===== config.mk =====
export PLATFORM = sky130hd
export DESIGN_NAME = sound_fx
export DESIGN_NICKNAME = d
export VERILOG_FILES = /design/src/rtl/sound_fx.sv
export SDC_FILE = /design/constraint.sdc
export NUM_CORES = 1
export LEC_CHECK = 0
export ABC_AREA = 1
export BUFFER_PORTS_ARGS = -buffer_cell sky130_fd_sc_hd__buf_2
export CAP_MARGIN = 20
export CELL_PAD_IN_SITES_DETAIL_PLACEMENT = 1
export CELL_PAD_IN_SITES_GLOBAL_PLACEMENT = 2
export CORE_UTILIZATION = 39
export DETAILED_ROUTE_END_ITERATION = 8
export PLACE_DENSITY = 0.89
export SYNTH_ARGS = -nofsm -noshare
export SYNTH_HDL_FRONTEND = slang
export SYNTH_SLANG_ARGS = --single-unit

===== constraint.sdc =====
create_clock -name clk -period 5.2 [get_ports clk]
set_input_delay 0.52 -clock clk [delete_from_list [all_inputs] [get_ports clk]]
set_output_delay 0.52 -clock clk [all_outputs]
set_load 0.01 [all_outputs]

===== src/rtl/sound_fx.sv =====
// Game audio sequencer: turns eat/failure/success events into short square-wave melodies.
// Success pre-empts failure, failure pre-empts eat; an equal-priority event restarts its melody.
module sound_fx #(
    parameter int CLK_HZ      = 25_175_000,
    parameter int UNIT_CYCLES = 393_359
) (
    input  logic clk,
    input  logic rst_n,
    input  logic i_eat,
    input  logic i_failure,
    input  logic i_success,
    input  logic i_mute,
    output logic o_audio,
    output logic o_busy
);

    localparam int UW = (UNIT_CYCLES > 1) ? $clog2(UNIT_CYCLES) : 1;
    localparam logic [UW-1:0] PRE_LAST = UW'(UNIT_CYCLES - 1);
    localparam logic [UW-1:0] PRE_ZERO = UW'(0);
    localparam logic [UW-1:0] PRE_ONE  = UW'(1);

    function automatic int half_of(input int freq);
        return CLK_HZ / (2 * freq);
    endfunction

    localparam int H_1047 = half_of(1047);
    localparam int H_1319 = half_of(1319);
    localparam int H_330  = half_of(330);
    localparam int H_262  = half_of(262);
    localparam int H_220  = half_of(220);
    localparam int H_523  = half_of(523);
    localparam int H_659  = half_of(659);
    localparam int H_784  = half_of(784);

    // The lowest and highest notes bound every other half-period in the ROM.
    if ((H_1319 < 1) || (H_220 > 65535)) begin : g_half_range_bad
        $error("sound_fx: note half-period out of 16-bit range for this CLK_HZ");
    end

    typedef enum logic [1:0] {
        EFF_NONE = 2'd0,
        EFF_EAT  = 2'd1,
        EFF_FAIL = 2'd2,
        EFF_SUCC = 2'd3
    } eff_t;

    typedef enum logic [1:0] {
        S_IDLE = 2'd0,
        S_TONE = 2'd1,
        S_GAP  = 2'd2
    } state_t;

    state_t          state_q;
    eff_t            eff_q;
    logic [1:0]      note_q;
    logic [UW-1:0]   pre_q;
    logic [2:0]      dur_q;
    logic [15:0]     half_q;
    logic            phase_q;
    logic            audio_q;
    logic            busy_q;
    logic            eat_q;
    logic            fail_q;
    logic            succ_q;

    logic            trig_eat_s;
    logic            trig_fail_s;
    logic            trig_succ_s;
    eff_t            new_eff_s;
    logic            restart_s;
    logic [15:0]     cur_half_s;
    logic [2:0]      cur_dur_s;
    logic            last_note_s;
    logic            unit_tick_s;
    logic            half_wrap_s;
    logic            tone_end_s;
    logic            phase_d;

    // Rising-edge detect with fixed priority; only an equal or higher effect may restart.
    always_comb begin
        trig_eat_s  = i_eat & ~eat_q;
        trig_fail_s = i_failure & ~fail_q;
        trig_succ_s = i_success & ~succ_q;
        if (trig_succ_s) begin
            new_eff_s = EFF_SUCC;
        end else if (trig_fail_s) begin
            new_eff_s = EFF_FAIL;
        end else if (trig_eat_s) begin
            new_eff_s = EFF_EAT;
        end else begin
            new_eff_s = EFF_NONE;
        end
        restart_s = (new_eff_s != EFF_NONE) && (new_eff_s >= eff_q);
    end

    // Melody ROM: half-period, duration in units and last-note flag for the current note.
    always_comb begin
        cur_half_s  = 16'd1;
        cur_dur_s   = 3'd1;
        last_note_s = 1'b1;
        case ({eff_q, note_q})
            {EFF_EAT,  2'd0}: begin cur_half_s = 16'(H_1047); cur_dur_s = 3'd2; last_note_s = 1'b0; end
            {EFF_EAT,  2'd1}: begin cur_half_s = 16'(H_1319); cur_dur_s = 3'd2; last_note_s = 1'b1; end
            {EFF_FAIL, 2'd0}: begin cur_half_s = 16'(H_330);  cur_dur_s = 3'd6; last_note_s = 1'b0; end
            {EFF_FAIL, 2'd1}: begin cur_half_s = 16'(H_262);  cur_dur_s = 3'd6; last_note_s = 1'b0; end
            {EFF_FAIL, 2'd2}: begin cur_half_s = 16'(H_220);  cur_dur_s = 3'd6; last_note_s = 1'b1; end
            {EFF_SUCC, 2'd0}: begin cur_half_s = 16'(H_523);  cur_dur_s = 3'd4; last_note_s = 1'b0; end
            {EFF_SUCC, 2'd1}: begin cur_half_s = 16'(H_659);  cur_dur_s = 3'd4; last_note_s = 1'b0; end
            {EFF_SUCC, 2'd2}: begin cur_half_s = 16'(H_784);  cur_dur_s = 3'd4; last_note_s = 1'b0; end
            {EFF_SUCC, 2'd3}: begin cur_half_s = 16'(H_1047); cur_dur_s = 3'd4; last_note_s = 1'b1; end
            default: begin
                cur_half_s  = 16'd1;
                cur_dur_s   = 3'd1;
                last_note_s = 1'b1;
            end
        endcase
    end

    // Timing strobes and next square-wave phase; the phase is forced low outside an ongoing tone.
    always_comb begin
        unit_tick_s = (pre_q == PRE_LAST);
        half_wrap_s = (half_q == (cur_half_s - 16'd1));
        tone_end_s  = unit_tick_s && (dur_q == (cur_dur_s - 3'd1));
        if (!rst_n || restart_s) begin
            phase_d = 1'b0;
        end else if ((state_q == S_TONE) && !tone_end_s) begin
            phase_d = half_wrap_s ? ~phase_q : phase_q;
        end else begin
            phase_d = 1'b0;
        end
    end

    // Edge-detect history tracks the inputs even in reset, so a level held across release is not an event.
    always_ff @(posedge clk) begin
        eat_q  <= i_eat;
        fail_q <= i_failure;
        succ_q <= i_success;
    end

    // Sequencer: note/gap timing, counters and registered outputs.
    always_ff @(posedge clk) begin
        if (!rst_n) begin
            state_q <= S_IDLE;
            eff_q   <= EFF_NONE;
            note_q  <= 2'd0;
            pre_q   <= PRE_ZERO;
            dur_q   <= 3'd0;
            half_q  <= 16'd0;
            phase_q <= 1'b0;
            audio_q <= 1'b0;
            busy_q  <= 1'b0;
        end else if (restart_s) begin
            state_q <= S_TONE;
            eff_q   <= new_eff_s;
            note_q  <= 2'd0;
            pre_q   <= PRE_ZERO;
            dur_q   <= 3'd0;
            half_q  <= 16'd0;
            phase_q <= 1'b0;
            audio_q <= 1'b0;
            busy_q  <= 1'b1;
        end else begin
            phase_q <= phase_d;
            audio_q <= phase_d & ~i_mute;
            case (state_q)
                S_TONE: begin
                    busy_q <= 1'b1;
                    pre_q  <= unit_tick_s ? PRE_ZERO : (pre_q + PRE_ONE);
                    if (tone_end_s) begin
                        state_q <= S_GAP;
                        dur_q   <= 3'd0;
                        half_q  <= 16'd0;
                    end else if (unit_tick_s) begin
                        dur_q  <= dur_q + 3'd1;
                        half_q <= half_wrap_s ? 16'd0 : (half_q + 16'd1);
                    end else begin
                        half_q <= half_wrap_s ? 16'd0 : (half_q + 16'd1);
                    end
                end
                S_GAP: begin
                    half_q <= 16'd0;
                    if (unit_tick_s) begin
                        pre_q <= PRE_ZERO;
                        if (last_note_s) begin
                            state_q <= S_IDLE;
                            eff_q   <= EFF_NONE;
                            note_q  <= 2'd0;
                            busy_q  <= 1'b0;
                        end else begin
                            state_q <= S_TONE;
                            note_q  <= note_q + 2'd1;
                            busy_q  <= 1'b1;
                        end
                    end else begin
                        pre_q  <= pre_q + PRE_ONE;
                        busy_q <= 1'b1;
                    end
                end
                default: begin
                    state_q <= S_IDLE;
                    eff_q   <= EFF_NONE;
                    note_q  <= 2'd0;
                    pre_q   <= PRE_ZERO;
                    dur_q   <= 3'd0;
                    half_q  <= 16'd0;
                    busy_q  <= 1'b0;
                end
            endcase
        end
    end

    assign o_audio = audio_q;
    assign o_busy  = busy_q;

endmodule


# --- Yosys cells after proc, flatten, opt, wreduce, memory -nomap -nowiden ---
# Memories as Yosys holds them, arrays and structs flattened.
# Cells that the tools add are included.
op_classes:
  n_addsub: 6
  multipliers: 0
  n_div: 0
  order_cmp: 1
  eq_ne: 12
  shifts: 0
  muxes: 25
  n_bitwise: 13
  reduce_logical: 16
op_table:
  columns: ["operator", "n"]
  rows:
  - ["$add 19x1->19 const B", 1]
  - ["$eq 19x19->1 const B", 1]
  - ["$mux 2", 9]
  - ["$add 16x1->16 const B", 1]
  - ["$eq 16x16->1", 1]
  - ["$sub 16x1->16 const B", 1]
  - ["$ne 3x3->1 const B", 4]
  - ["$pmux 2 s2", 3]
  - ["$mux 1", 9]
  - ["$not 1->1", 9]
  - ["$reduce_and 2->1", 4]
  - ["$mux 3", 2]
  - ["$ne 2x2->1 const B", 3]
  - ["$pmux 3 s2", 1]
  - ["$reduce_or 5->1", 1]
  - ["$and 1x1->1", 4]
  - ["$reduce_or 2->1", 2]
  - ["$reduce_or 4->1", 1]
  - ["$add 3x1->3 const B", 1]
  - ["$eq 3x3->1", 1]
  - ["$logic_and 1x1->1", 3]
  - ["$reduce_and 3->1", 1]
  - ["$sub 3x1->3 const B", 1]
  - ["$add 2x1->2 const B", 1]
  - ["7 further kinds", 8]
totals:
  reg_bits: 50
  latchBits: 0
  ramBits: 0
  mem_bits_ro: 320
  elab_cells: 87
  n_memories: 1
memory_table:
  columns: ["memory", "words", "word_bits", "read_ports", "rd_ports_with_merged_regs", "wr", "line_no", "rtl"]
  rows:
  - ["(no name shown)", 16, 20, 1, 0, 0, "101", "case ({eff_q, note_q})"]

# --- Longest topological paths before layout ---
logic_depth:
  depth_word: 10
  ltp_mapped: 20

# --- Least setup slack after synthesis ---
# Ideal clock, no wire load.
synth_timing:
  kind: "flip-flop to flip-flop"
  start: "register note_q[0]"
  end: "register half_q[13]"
  setup_ns: 0.116
  t_arrival_ns: 2.349
  required_ns: 5.084
  slack_ns: 2.735
  stages_incl_launch_ff: 17
  period_less_slack_ns: 2.465
  cell_sequence: "dfxtp_1 > inv_1 > ha_1 > nand2_4 > nand2_1 > nand2_1 > inv_1 > ha_1 > xnor2_1 > xnor2_1 > nor3_1 > nand3_1 > nor2_2 > nand3_2 > nand4_4 > buf_8 > nor2_1"
synth_between:
  elab_chain_len: 5
  elab_cells_between_ends: 7
  classes_between: "add/sub: 2; eq/ne: 2; reduce/logical: 2; memory: 1"
synth_lines:
  columns: ["element", "line_no", "rtl"]
  rows:
  - ["start, declared", "55", "logic [1:0] note_q;"]
  - ["start signal, assigned", "191", "note_q <= note_q + 2'd1;"]
  - ["$mem_v2 16x20 *", null, null]
  - ["branches (longest 3 deep; another with $sub 16x1->16)", null, null]
  - ["$reduce_or 5->1 (no source line) *", null, null]
  - ["end signal, assigned", "175", "half_q <= half_wrap_s ? 16'd0 : (half_q + 16'd1);"]
  - ["end signal, assigned", "177", "half_q <= half_wrap_s ? 16'd0 : (half_q + 16'd1);"]
  - ["end, declared", "58", "logic [15:0] half_q;"]
# Every way passes the cells marked *.
# A chain may end at the register's enable or synchronous reset.

# --- Worst setup path after layout ---
layout_timing:
  start: "register note_q[0]"
  end: "register half_q[15]"
# The elaborated chain is that of the path after synthesis.

==> impl_results.md <==
- Power spent charging and discharging nets: 0.000307 W
- Total via count after detailed routing: 2972
- Total power density per cell area: 261 nW/um^2
- Floorplan core area: between 8000 and 9000 sq um
- Residual overflow from global routing: 0
- Cells traversed along the worst timing path: inv_1 -> ha_1 -> nand2_4 -> nand2_1 -> nand2_1 -> inv_1 -> ha_1 -> nand2_1 -> inv_1 -> nand2_2 -> nor2_2 -> nand3b_1 -> nand2_1 -> nand2_1 -> nor2_1 -> nand3_2 -> nand4_4 -> nor2_1
- Top cells by area in the synthesized netlist: sky130_fd_sc_hd__dfxtp_1 (30%), sky130_fd_sc_hd__nand2_1 (12%), sky130_fd_sc_hd__inv_1 (8.6%), sky130_fd_sc_hd__nand3_1 (7.3%), sky130_fd_sc_hd__ha_1 (6.1%)
- Number of pins with negative max-slew slack in the final report: 0
- Area of the multi-input gates: slightly below 2000 sq um
- Power share of the clock group: 32.1%
- Number of buffers created by CTS: 5
- Final critical-path required period: between 3 and 4 ns
- Largest fanout of any net on the critical path: 16
- Via count of the first global-routing pass: 2962
- Setup crit end kind: flop
- Die Wd: 94.1 microns
- Share of the synthesized area in the top cell type: between 30% and 40%
- Leading area contributor after synthesis: sky130_fd_sc_hd__dfxtp_1
- Cell internal pwr: 0.000612 W
- Port bufs: 7
- Number of failing hold endpoints at the final stage: 0
- Worst min-delay path class: in -> reg
- Syn. warnings: 0
- Global-route wire length before repair: 14100 microns
- Count of different cell masters after synthesis: 35
- Seq pwr share: between 40% and 50%
- DR pass1 iterations: 4
- Number of maximum-capacitance constraint violations: 0
- I/O pin cnt: 8
- Final core occ: 42.8%
- Average routed wire per standard cell: between 10 and 15 microns
- CTS tree: done
- Sequential cell area: around 1000 sq um
- Largest net degree at the start of global routing: 19
- Peak clock frequency supported by timing: 0.327 GHz
- Combinational fraction of design power: 23.7%
- Deepest clock path buffer count: 2
- Total Routing Usage GR: 20.6%
- Synthesized net count: ~500
- Outcome: finished clean
- Number of gates resized after CTS: 0
- Final Routed Wirelength: between 8000 and 9000 microns
- Final Cycle Share: 58.8%
- Actual slew at the worst max-slew pin: 0.764 ns
- Leakage Power: about 1.5 nW
- DRC violation count after routing: 0
- Arrival time of the worst setup path: 3.26 ns
- Number of inserted diodes: 0
- Number of inserted filler cells in the final layout: roughly 1100
- Remaining max-slew budget at the tightest pin: 49.0%
- Cells after Synth: around 480
- Largest clock skew in the final design: about 0.018 ns
- Starting density of the core: just over 40%
- Mean instance size in the synthesized netlist: 6.84 sq um
- Clock tree sinks: 50
- Post-layout net count: 514
- Buffer count from post-CTS setup fixing: 0
- Via/cell ratio: 4.97
- Level count of the clock H-tree: 2
- Clk Latency, worst-skew pair: roughly 0.32 ns
- Post-synthesis cell area: 3310 sq um
- Sw frac: 33.4%
- Setup Viol. Count Final: 0
- Critical Path Slowest Stage Cell: sky130_fd_sc_hd__dfxtp_1
- Core Rows: 33
- Most Frequent Cell on Critical Path: sky130_fd_sc_hd__nand2_1
- Number of nets still failing antenna checks after routing: 0
- Initial antenna violation count: 0
- Setup TNS: 0 ns
- Area growth, synth to finish: 6.39%
- Die H: about 94 microns
- Clock slew at reported path FFs: 0.10 ns
- Fraction of layout cells with a size suffix above 1: roughly a tenth
- Critical path class: reg -> reg
- Hold-fix buffers at CTS: 0
- Root Buffer Master: sky130_fd_sc_hd__clkbuf_8
- Starting DRT DRC Count: 57
- Die Footprint: 8850 sq um
- DP HPWL: 6660 microns
- Peak supply drop: approximately 0.00015 V
- Synth Register Bits: 50
- Slowest stage delay, CP: 0.41 ns
- Final Wtd Congestion: 0.820
- RSZ-0062 raised after global routing: false
- Startpoint type of the worst setup path: flop
- Worst endpoint required time: 5.40 ns
- Portion of the post-synthesis area used by sequential elements: 30.3%
[critical path: cells and delay by family, from the launching register on]
kind / cells / cell delay, ns
fa+ha+maj: 2 / 0.53
simple gates: 13 / 1.54
flops: 1 / 0.41
buf+inv: 3 / 0.48
[power by group through the flow]
stage | Clock [W] | Combinational [W] | Sequential [W]
after floorplan | 0 | 0.000184 | 0.000406
after global placement | 0 | 0.000216 | 0.000415
after detailed placement | 0 | 0.000219 | 0.000415
after CTS | 0.000305 | 0.000220 | 0.000407
after global routing | 0.000320 | 0.000247 | 0.000409
final | 0.000295 | 0.000218 | 0.000407
[state kept, by name, summed over array words and instances (netlist names)]
register / cells
note_q: 2
pre_q: 19
phase_q: 1
dur_q: 3
state_q: 2
eat_q: 1
o_busy: 1
half_q: 16
o_audio: 1
succ_q: 1
fail_q: 1
eff_q: 2
[final cells by class]
type	count	share of cell area, %
Clock buffer	5	1.96
Tap cell	105	3.73
Multi-Input combinational cell	349	54.9
Timing Repair Buffer	7	0.995
Inverter	79	8.64
Sequential cell	50	28.4
Clock inverter	3	1.35
[per-stage QoR]
step | cells | power [W] | area (sq um) | hold slack, ns | setup WS, ns
detailed placement | 590 | 0.000634 | 3400 | 0.468 | 2.16
global route | 598 | 0.000975 | 3520 | 0.308 | 1.86
global placement | 590 | 0.000631 | 3400 | 0.444 | 2.29
finish | 598 | 0.000920 | 3520 | 0.321 | 2.14
CTS | 598 | 0.000932 | 3520 | 0.316 | 2.13
floorplan | 484 | 0.000590 | 3310 | 0.430 | 2.74
[per-layer routing]
layer,global-route usage [%],vias to the layer above,wire length [microns]
met5,0,-,0
met4,4.62,0,89
met3,3.16,7,109
met2,35.6,14,3970
met1,26.7,1397,4170
li1,-,1554,-
[cells in the final DEF, fill, tap and decap left out, types with 2 or more instances in the layout]
cell type and count:
sky130_fd_sc_hd__buf_2 7, sky130_fd_sc_hd__dfxtp_1 50, sky130_fd_sc_hd__ha_1 16, sky130_fd_sc_hd__inv_6 3, sky130_fd_sc_hd__nor2_2 11, sky130_fd_sc_hd__nand2_1 107, sky130_fd_sc_hd__nor2_1 49, sky130_fd_sc_hd__nor3_1 17
sky130_fd_sc_hd__nand2_2 2, sky130_fd_sc_hd__nor4_1 3, sky130_fd_sc_hd__nand3_1 48, sky130_fd_sc_hd__clkbuf_8 5, sky130_fd_sc_hd__xnor2_1 8, sky130_fd_sc_hd__xor2_1 22, sky130_fd_sc_hd__o21ai_0 10, sky130_fd_sc_hd__nand2_4 2
sky130_fd_sc_hd__nand3_2 3, sky130_fd_sc_hd__or2_2 3, sky130_fd_sc_hd__a21oi_1 20, sky130_fd_sc_hd__nand4_1 11, sky130_fd_sc_hd__o21bai_1 2, sky130_fd_sc_hd__nor3b_1 3, sky130_fd_sc_hd__inv_1 76, sky130_fd_sc_hd__nor3_2 3
[worst paths after layout]
kind	slack (ns)	depth (start not counted)	to	from
max	2.14	18	half_q[15]$_SDFF_PP0_	note_q[0]$_SDFFE_PP0P_
min	0.32	1	succ_q$_DFF_P_	i_success
max reg2reg	2.14	18	half_q[15]$_SDFF_PP0_	note_q[0]$_SDFFE_PP0P_
min reg2reg	0.49	1	pre_q[0]$_SDFF_PP0_	pre_q[0]$_SDFF_PP0_
[kinds of logic after synthesis]
group,share of synthesized area (%)
compound gates,6.05
xor+xnor,7.94
fa+ha+maj,6.05
buf+inv,11.3
flops,30.3
simple gates,38.4
[synth_stat cells]
cell,instances
sky130_fd_sc_hd__dfxtp_1,50
sky130_fd_sc_hd__inv_2,1
sky130_fd_sc_hd__o21bai_1,2
sky130_fd_sc_hd__nor3b_1,3
sky130_fd_sc_hd__buf_8,1
sky130_fd_sc_hd__buf_6,5
sky130_fd_sc_hd__nor2_2,11
sky130_fd_sc_hd__o21ai_0,10
sky130_fd_sc_hd__nand4_4,1
sky130_fd_sc_hd__nand3_1,48
sky130_fd_sc_hd__nand4_2,1
sky130_fd_sc_hd__nand4_1,11
sky130_fd_sc_hd__nand2_1,107
sky130_fd_sc_hd__inv_4,1
sky130_fd_sc_hd__nand2_2,2
sky130_fd_sc_hd__or2_2,3
sky130_fd_sc_hd__inv_1,76
sky130_fd_sc_hd__nand3_4,1
sky130_fd_sc_hd__a21oi_1,20
sky130_fd_sc_hd__a31oi_2,1
sky130_fd_sc_hd__nor3_1,17
sky130_fd_sc_hd__nand3b_1,1
sky130_fd_sc_hd__ha_1,16
sky130_fd_sc_hd__nor3_2,3
sky130_fd_sc_hd__inv_6,1
sky130_fd_sc_hd__and2_1,1
sky130_fd_sc_hd__nand2_4,2
sky130_fd_sc_hd__xnor2_1,8
sky130_fd_sc_hd__o211ai_1,1
sky130_fd_sc_hd__o21a_1,1
sky130_fd_sc_hd__xor2_1,22
sky130_fd_sc_hd__nor2_1,49
sky130_fd_sc_hd__nor4_1,3
sky130_fd_sc_hd__nand3_2,3
sky130_fd_sc_hd__a211oi_1,1
No activity file was read; power rests on OpenSTA's default activity.
